--- src/rtl/rv_instr_encoder_if.sv ---
// Valid/ready field-in / word-out bus of the RV32I instruction encoder.
// master = field producer and word consumer, slave = encoder.
interface rv_instr_encoder_if #(
  parameter int ADDR_W = 32
);
  logic              in_valid;
  logic              in_ready;
  logic [2:0]        funct;
  logic [2:0]        funct3;
  logic [6:0]        funct7;
  logic [4:0]        rs1;
  logic [4:0]        rs2;
  logic [4:0]        rd;
  logic [31:0]       imm;
  logic              addr_clr;
  logic              out_valid;
  logic              out_ready;
  logic [31:0]       out_instr;
  logic [ADDR_W-1:0] out_addr;
  logic              out_err;
  logic              err_flag;

  modport master (
    output in_valid, funct, funct3, funct7, rs1, rs2, rd, imm, addr_clr, out_ready,
    input  in_ready, out_valid, out_instr, out_addr, out_err, err_flag
  );

  modport slave (
    input  in_valid, funct, funct3, funct7, rs1, rs2, rd, imm, addr_clr, out_ready,
    output in_ready, out_valid, out_instr, out_addr, out_err, err_flag
  );
endinterface

--- src/rtl/rv_instr_encoder.sv ---
// Streaming RV32I encoder: packs decoded fields into machine words, flags
// out-of-range immediates, and emits {word, addr, err} through a 2-entry FIFO.
module rv_instr_encoder #(
  parameter logic [31:0] BASE_ADDR = 32'h0000_0000,
  parameter int          ADDR_W    = 32
) (
  input logic               i_clk,
  input logic               i_rst,
  rv_instr_encoder_if.slave bus
);
  localparam logic [ADDR_W-1:0] L_BASE = BASE_ADDR[ADDR_W-1:0];

  typedef struct packed {
    logic [31:0] instr;
    logic        err;
  } ent_t;

  logic [31:0]       w_instr;
  logic              w_err;
  logic              w_shift;
  logic              w_fit12;
  logic              w_fit13;
  logic              w_fit21;
  logic              w_push;
  logic              w_pop;
  logic              w_out_valid;
  logic              w_in_ready;
  ent_t              w_head;

  ent_t              r_mem [2];
  logic              r_wr;
  logic              r_rd;
  logic [1:0]        r_cnt;
  logic [ADDR_W-1:0] r_addr;
  logic              r_err_flag;

  // An immediate fits N signed bits when all bits from N-1 upward agree.
  assign w_fit12 = (&bus.imm[31:11]) | ~(|bus.imm[31:11]);
  assign w_fit13 = (&bus.imm[31:12]) | ~(|bus.imm[31:12]);
  assign w_fit21 = (&bus.imm[31:20]) | ~(|bus.imm[31:20]);
  assign w_shift = (bus.funct3 == 3'b001) || (bus.funct3 == 3'b101);

  always_comb begin
    w_instr = '0;
    w_err   = 1'b0;
    case (bus.funct)
      3'd0: w_instr = {bus.funct7, bus.rs2, bus.rs1, bus.funct3, bus.rd, 7'b0110011};
      3'd1: begin
        if (w_shift) begin
          w_instr = {bus.funct7, bus.imm[4:0], bus.rs1, bus.funct3, bus.rd, 7'b0010011};
          w_err   = |bus.imm[31:5];
        end else begin
          w_instr = {bus.imm[11:0], bus.rs1, bus.funct3, bus.rd, 7'b0010011};
          w_err   = ~w_fit12;
        end
      end
      3'd2: begin
        w_instr = {bus.imm[11:0], bus.rs1, bus.funct3, bus.rd, 7'b0000011};
        w_err   = ~w_fit12;
      end
      3'd3: begin
        w_instr = {bus.imm[11:0], bus.rs1, 3'b000, bus.rd, 7'b1100111};
        w_err   = ~w_fit12;
      end
      3'd4: begin
        w_instr = {bus.imm[11:5], bus.rs2, bus.rs1, bus.funct3, bus.imm[4:0], 7'b0100011};
        w_err   = ~w_fit12;
      end
      3'd5: begin
        w_instr = {bus.imm[12], bus.imm[10:5], bus.rs2, bus.rs1, bus.funct3,
                   bus.imm[4:1], bus.imm[11], 7'b1100011};
        w_err   = ~w_fit13 | bus.imm[0];
      end
      3'd6: begin
        w_instr = {bus.imm[31:12], bus.rd, 7'b0110111};
        w_err   = |bus.imm[11:0];
      end
      default: begin
        w_instr = {bus.imm[20], bus.imm[10:1], bus.imm[11], bus.imm[19:12], bus.rd, 7'b1101111};
        w_err   = ~w_fit21 | bus.imm[0];
      end
    endcase
  end

  // in_ready comes from the registered count only, never from out_ready.
  assign w_in_ready  = ~r_cnt[1];
  assign w_out_valid = |r_cnt;
  assign w_push      = bus.in_valid & w_in_ready;
  assign w_pop       = w_out_valid & bus.out_ready;
  assign w_head      = r_mem[r_rd];

  always_ff @(posedge i_clk) begin
    if (i_rst) begin
      r_mem[0]   <= '0;
      r_mem[1]   <= '0;
      r_wr       <= 1'b0;
      r_rd       <= 1'b0;
      r_cnt      <= 2'd0;
      r_addr     <= L_BASE;
      r_err_flag <= 1'b0;
    end else begin
      if (w_push) begin
        r_mem[r_wr] <= '{instr: w_instr, err: w_err};
        r_wr        <= ~r_wr;
      end
      if (w_pop) r_rd <= ~r_rd;
      if (w_push && !w_pop)      r_cnt <= r_cnt + 2'd1;
      else if (!w_push && w_pop) r_cnt <= r_cnt - 2'd1;
      // A clear wins over the increment; the word popped now keeps its old tag.
      if (bus.addr_clr)  r_addr <= L_BASE;
      else if (w_pop)    r_addr <= r_addr + ADDR_W'(4);
      if (w_pop && w_head.err) r_err_flag <= 1'b1;
    end
  end

  assign bus.in_ready  = w_in_ready;
  assign bus.out_valid = w_out_valid;
  assign bus.out_instr = w_out_valid ? w_head.instr : 32'd0;
  assign bus.out_err   = w_out_valid & w_head.err;
  assign bus.out_addr  = r_addr;
  assign bus.err_flag  = r_err_flag;
endmodule

--- src/flat_wrapper.sv ---
// flat-port wrapper written by rule: the top's interface ports become plain ports
module rv_instr_encoder_flat 
#(
  parameter logic [31:0] BASE_ADDR = 32'h0000_0000,
  parameter int          ADDR_W    = 32
)
  (i_clk, i_rst, bus_in_valid, bus_funct, bus_funct3, bus_funct7, bus_rs1, bus_rs2, bus_rd, bus_imm, bus_addr_clr, bus_out_ready, bus_in_ready, bus_out_valid, bus_out_instr, bus_out_addr, bus_out_err, bus_err_flag);
  rv_instr_encoder_if #(.ADDR_W(ADDR_W)) bus_i ();
  input logic i_clk;
  input logic i_rst;
  input wire logic [$bits(bus_i.in_valid)-1:0] bus_in_valid;
  input wire logic [$bits(bus_i.funct)-1:0] bus_funct;
  input wire logic [$bits(bus_i.funct3)-1:0] bus_funct3;
  input wire logic [$bits(bus_i.funct7)-1:0] bus_funct7;
  input wire logic [$bits(bus_i.rs1)-1:0] bus_rs1;
  input wire logic [$bits(bus_i.rs2)-1:0] bus_rs2;
  input wire logic [$bits(bus_i.rd)-1:0] bus_rd;
  input wire logic [$bits(bus_i.imm)-1:0] bus_imm;
  input wire logic [$bits(bus_i.addr_clr)-1:0] bus_addr_clr;
  input wire logic [$bits(bus_i.out_ready)-1:0] bus_out_ready;
  output wire logic [$bits(bus_i.in_ready)-1:0] bus_in_ready;
  output wire logic [$bits(bus_i.out_valid)-1:0] bus_out_valid;
  output wire logic [$bits(bus_i.out_instr)-1:0] bus_out_instr;
  output wire logic [$bits(bus_i.out_addr)-1:0] bus_out_addr;
  output wire logic [$bits(bus_i.out_err)-1:0] bus_out_err;
  output wire logic [$bits(bus_i.err_flag)-1:0] bus_err_flag;
  assign bus_i.in_valid = bus_in_valid;
  assign bus_i.funct = bus_funct;
  assign bus_i.funct3 = bus_funct3;
  assign bus_i.funct7 = bus_funct7;
  assign bus_i.rs1 = bus_rs1;
  assign bus_i.rs2 = bus_rs2;
  assign bus_i.rd = bus_rd;
  assign bus_i.imm = bus_imm;
  assign bus_i.addr_clr = bus_addr_clr;
  assign bus_i.out_ready = bus_out_ready;
  assign bus_in_ready = bus_i.in_ready;
  assign bus_out_valid = bus_i.out_valid;
  assign bus_out_instr = bus_i.out_instr;
  assign bus_out_addr = bus_i.out_addr;
  assign bus_out_err = bus_i.out_err;
  assign bus_err_flag = bus_i.err_flag;
  rv_instr_encoder #(.BASE_ADDR(BASE_ADDR), .ADDR_W(ADDR_W)) u_core (.i_clk(i_clk), .i_rst(i_rst), .bus(bus_i));
endmodule
--- config.mk ---
export PLATFORM = sky130hd
export DESIGN_NAME = rv_instr_encoder_flat
export DESIGN_NICKNAME = d
export VERILOG_FILES = /design/src/rtl/rv_instr_encoder_if.sv /design/src/rtl/rv_instr_encoder.sv /design/src/flat_wrapper.sv
export SDC_FILE = /design/constraint.sdc
export NUM_CORES = 1
export LEC_CHECK = 0
export ABC_AREA = 1
export ABC_CLOCK_PERIOD_IN_PS = 2500
export BUFFER_PORTS_ARGS = -buffer_cell sky130_fd_sc_hd__buf_2
export CAP_MARGIN = 20
export CORE_ASPECT_RATIO = 1.25
export CORE_MARGIN = 8
export CORE_UTILIZATION = 54
export DETAILED_ROUTE_END_ITERATION = 10
export GPL_TIMING_DRIVEN = 0
export PLACE_DENSITY = 0.82
export SYNTH_ARGS = -nofsm -noshare
export SYNTH_HDL_FRONTEND = slang
export SYNTH_SLANG_ARGS = --single-unit
--- constraint.sdc ---
create_clock -name i_clk -period 2.5 [get_ports i_clk]
set_clock_uncertainty 0.05 [all_clocks]
set_input_delay 0.375 -clock i_clk [delete_from_list [all_inputs] [get_ports i_clk]]
set_output_delay 0.375 -clock i_clk [all_outputs]
set_load 0.1 [all_outputs]
==> flow_metrics.py <==
metrics = {
    "detailed_routing": {
        "ant_nets": 0,
        "vias_per_cell": 5.45,
        "drt-pass1-iter-count": 5,
        "wl_per_cell_um": 16.3,
        "num_vias": 5625,
        "drc": 0,
        "first_iter_violations": 320,
        "drt_wl_total_um": 16900,
    },
    "sta": {
        "slew_headroom_pct": 58.2,
        "max_freq_mhz": 423,
        "final.min_clock_period_ps": 2370,
        "tightestPinTransition_ps": 626,
        "rsz0062_at_grt": "false",
        "period_share_pct": 94.7,
        "slew_viol_final": 0,
        "finalSetupTns_ps": 0,
        "finalHoldViolCount": 0,
        "setup_viol": 0,
    },
    "clock_network": {
        "cts_root_buf": "clkbuf_16",
        "clock-sinks": 100,
        "cts_tree": "built",
        "numCtsBuffers": 9,
        "insertion_delay_ps": 350,
        "postCtsSetupBuffers": 0,
        "cts_hold_buf": 0,
        "path_clk_slew_ps": 70,
        "h-tree-depth": 3,
        "clk_path_buf_depth": 2,
    },
    "global_routing": {
        "grt_pass1_wl_um": 27200,
        "grt_pass1_vias": 5746,
        "track_usage_pct": 24.6,
        "grt_max_degree": 32,
        "grt_overflow": 0,
        "antenna_found_initial": 0,
    },
    "final_layout": {
        "final_nets": 966,
        "multi_input_area_um2": 2880,
        "drive_gt1_share_pct": 24.4,
        "seqCellArea_um2": 2620,
        "n_antenna_cell": 0,
        "layout_common_cells": "nand2_1, nor2_1, buf_2, inv_1, edfxtp_1",
        "synthToLayoutAreaGrowth_pct": 27.9,
        "final_common_cell": "nand2_1",
        "fillerInstances": 870,
        "instances_no_fill": 1033,
        "stdcell_area_um2": 7100,
    },
    "worst_setup_path": {
        "startpoint_type": "flop",
        "slowest_delay_ps": 330,
        "crit_arrival_ps": 1940,
        "cp_top_family": "buffers and inverters",
        "r2r-end": "u_core.r_mem[0][13]",
        "r2r_slack_ps": 240,
        "path_max_fanout": 10,
        "required_ps": 2080,
        "reg2reg_from": "u_core.r_cnt[1]",
        "r2r_cells": 7,
        "crit_chain": "clkbuf_1 -> clkbuf_2 -> nand2_1 -> a21oi_4 -> buf_4",
        "crit_slowest_cell": "dfxtp_1",
        "cp-end-kind": "primary output",
        "crit_buf_inv": 3,
        "crit_type": "reg2out",
    },
    "floorplanning": {
        "ios": 133,
        "initial_core_util_pct": 55.3,
        "rows": 41,
        "core_area_um2": 10100,
        "die_w_um": 107,
        "die_h_um": 129,
        "die_area_um2": 13800,
    },
    "run_status": {
        "status": "completed",
    },
    "place": {
        "dp_hpwl_um": 13400,
        "placed_cells": 1017,
        "port_buffers": 129,
        "place_congestion": 0.974,
        "placed_cell_area_um2": 6750,
    },
    "yosys": {
        "ys_types": 38,
        "syn_inst": 757,
        "ys_warn_count": 0,
        "ys_ff_latch": 100,
        "synth_area_um2": 5560,
        "seq_area_frac_synth_pct": 47.2,
        "synth.avg_cell_area_um2": 7.34,
    },
    "power_and_ir_drop": {
        "p_per_area_nw_per_um2": 951,
        "p_leak_nw": 2.99,
        "peakVddDrop_mv": 0.900,
    },
    "min_path": {
        "hp-class": "in2reg",
        "whs_endpoint": "u_core.bus.err_flag",
        "hp-start": "i_rst",
        "min_path_cells": 2,
    },
    "flow_run": {
        "drv_cap": 0,
    },
}
routing by layer:
| layer | global-route usage (%) | wire length, um | up-vias |
|---|---|---|---|
| met5 | 0 | 0 | - |
| met4 | 11.5 | 494 | 0 |
| met3 | 4.97 | 1220 | 39 |
| met2 | 43.3 | 8560 | 237 |
| met1 | 28.0 | 6590 | 2615 |
| li1 | - | - | 2734 |
layout make-up:
type	count	area share, %
multi-input combinational	554	40.6
sequential	100	36.9
timing repair buffer	130	10.5
inverter	82	4.35
clock buffer	11	3.28
tap	129	2.27
buffer	22	1.57
clock inverter	5	0.511
repair_timing:
item | in CTS | in global routing
setup endpoints to repair | 30 | 58
hold endpoints to repair | 0 | 0
resized for setup | 26 | 14
flip-flops by register name, summed over array words and instances (netlist names), named ones only:
register / cells
u_core.r_mem: 64
u_core.bus.out_addr: 30
u_core.r_cnt: 2
u_core.bus.err_flag: 1
u_core.r_rd: 1
u_core.r_wr: 1
logic make-up (layout without fill, tap and decap cells):
logic type / after synthesis / after routing / share of synthesized area [%]
mux: 5 / 5 / 0.901
fa+ha+maj: 2 / 2 / 0.450
xor+xnor: 5 / 5 / 0.788
other cells: 1 / 2 / 0.0675
buf+inv: 104 / 250 / 7.36
flops: 100 / 100 / 47.2
simple gates: 436 / 436 / 32.8
compound gates: 104 / 104 / 10.4
worst max path at each step:
stage,start,endpoint,slack [ps],depth (start not counted)
3_5_place_dp,i_rst,u_core.r_mem[1][18],-310,7
6_report,flop,bus_out_instr[26],130,5
5_1_grt,flop,bus_out_instr[14],20,5
4_1_cts,flop,bus_out_instr[16],6,5
2_1_floorplan,u_core.r_cnt[1],bus_out_instr[1],-280,5
3_3_place_gp,i_rst,u_core.r_mem[0][18],-300,5
per-stage QoR:
step                power [mW]  hold WS, ps  setup WS (ps)  utilization [%]
floorplan                 4.79          372           -281                -
global placement          5.34          383           -304             66.8
detailed placement        5.39          402           -307             67.1
CTS                       6.76          180           5.95             70.4
global route              6.99          195           16.2             70.6
finish                    6.75          189            133             70.6
report_power, final:
part           switching, mW  internal (mW)  total [mW]
Combinational           2.78          0.677        3.46
Clock                  0.615          0.680        1.29
Sequential            0.0554           1.95        2.00
Total                   3.45           3.30        6.75
synthesized netlist by cell type, drive strengths merged:
| master | n | area share (%) |
|---|---|---|
| clkbuf | 16 | 1.1 |
| nand2 | 232 | 16 |
| conb | 1 | 0.068 |
| a21oi | 61 | 5.5 |
| nand4 | 9 | 1.0 |
| buf | 6 | 0.72 |
| nor3b | 1 | 0.14 |
| edfxtp | 62 | 34 |
| clkinv | 2 | 0.16 |
| o21bai | 2 | 0.27 |
| xnor2 | 2 | 0.32 |
| a22o | 2 | 0.32 |
| xor2 | 3 | 0.47 |
| nand3b | 4 | 0.54 |
| or2 | 1 | 0.11 |
| mux2i | 5 | 0.90 |
| a32o | 3 | 0.54 |
| dfxtp | 38 | 14 |
| nor2 | 148 | 11 |
| o21a | 1 | 0.14 |
| inv | 80 | 5.4 |
| nand3 | 30 | 3.2 |
| a221oi | 5 | 0.79 |
| o211ai | 4 | 0.54 |
| nor3 | 11 | 1.1 |
| ha | 2 | 0.45 |
| o21ai | 26 | 2.3 |
worst reg2reg max path: stages (launching register included):
cell and delay, ps:
dfxtp_1 320, inv_2 60, nand2_1 110, nor2_1 50
nand2_1 150, clkbuf_1 410, nand2_1 520, buf_16 330
No activity file was read; power rests on OpenSTA's default activity.
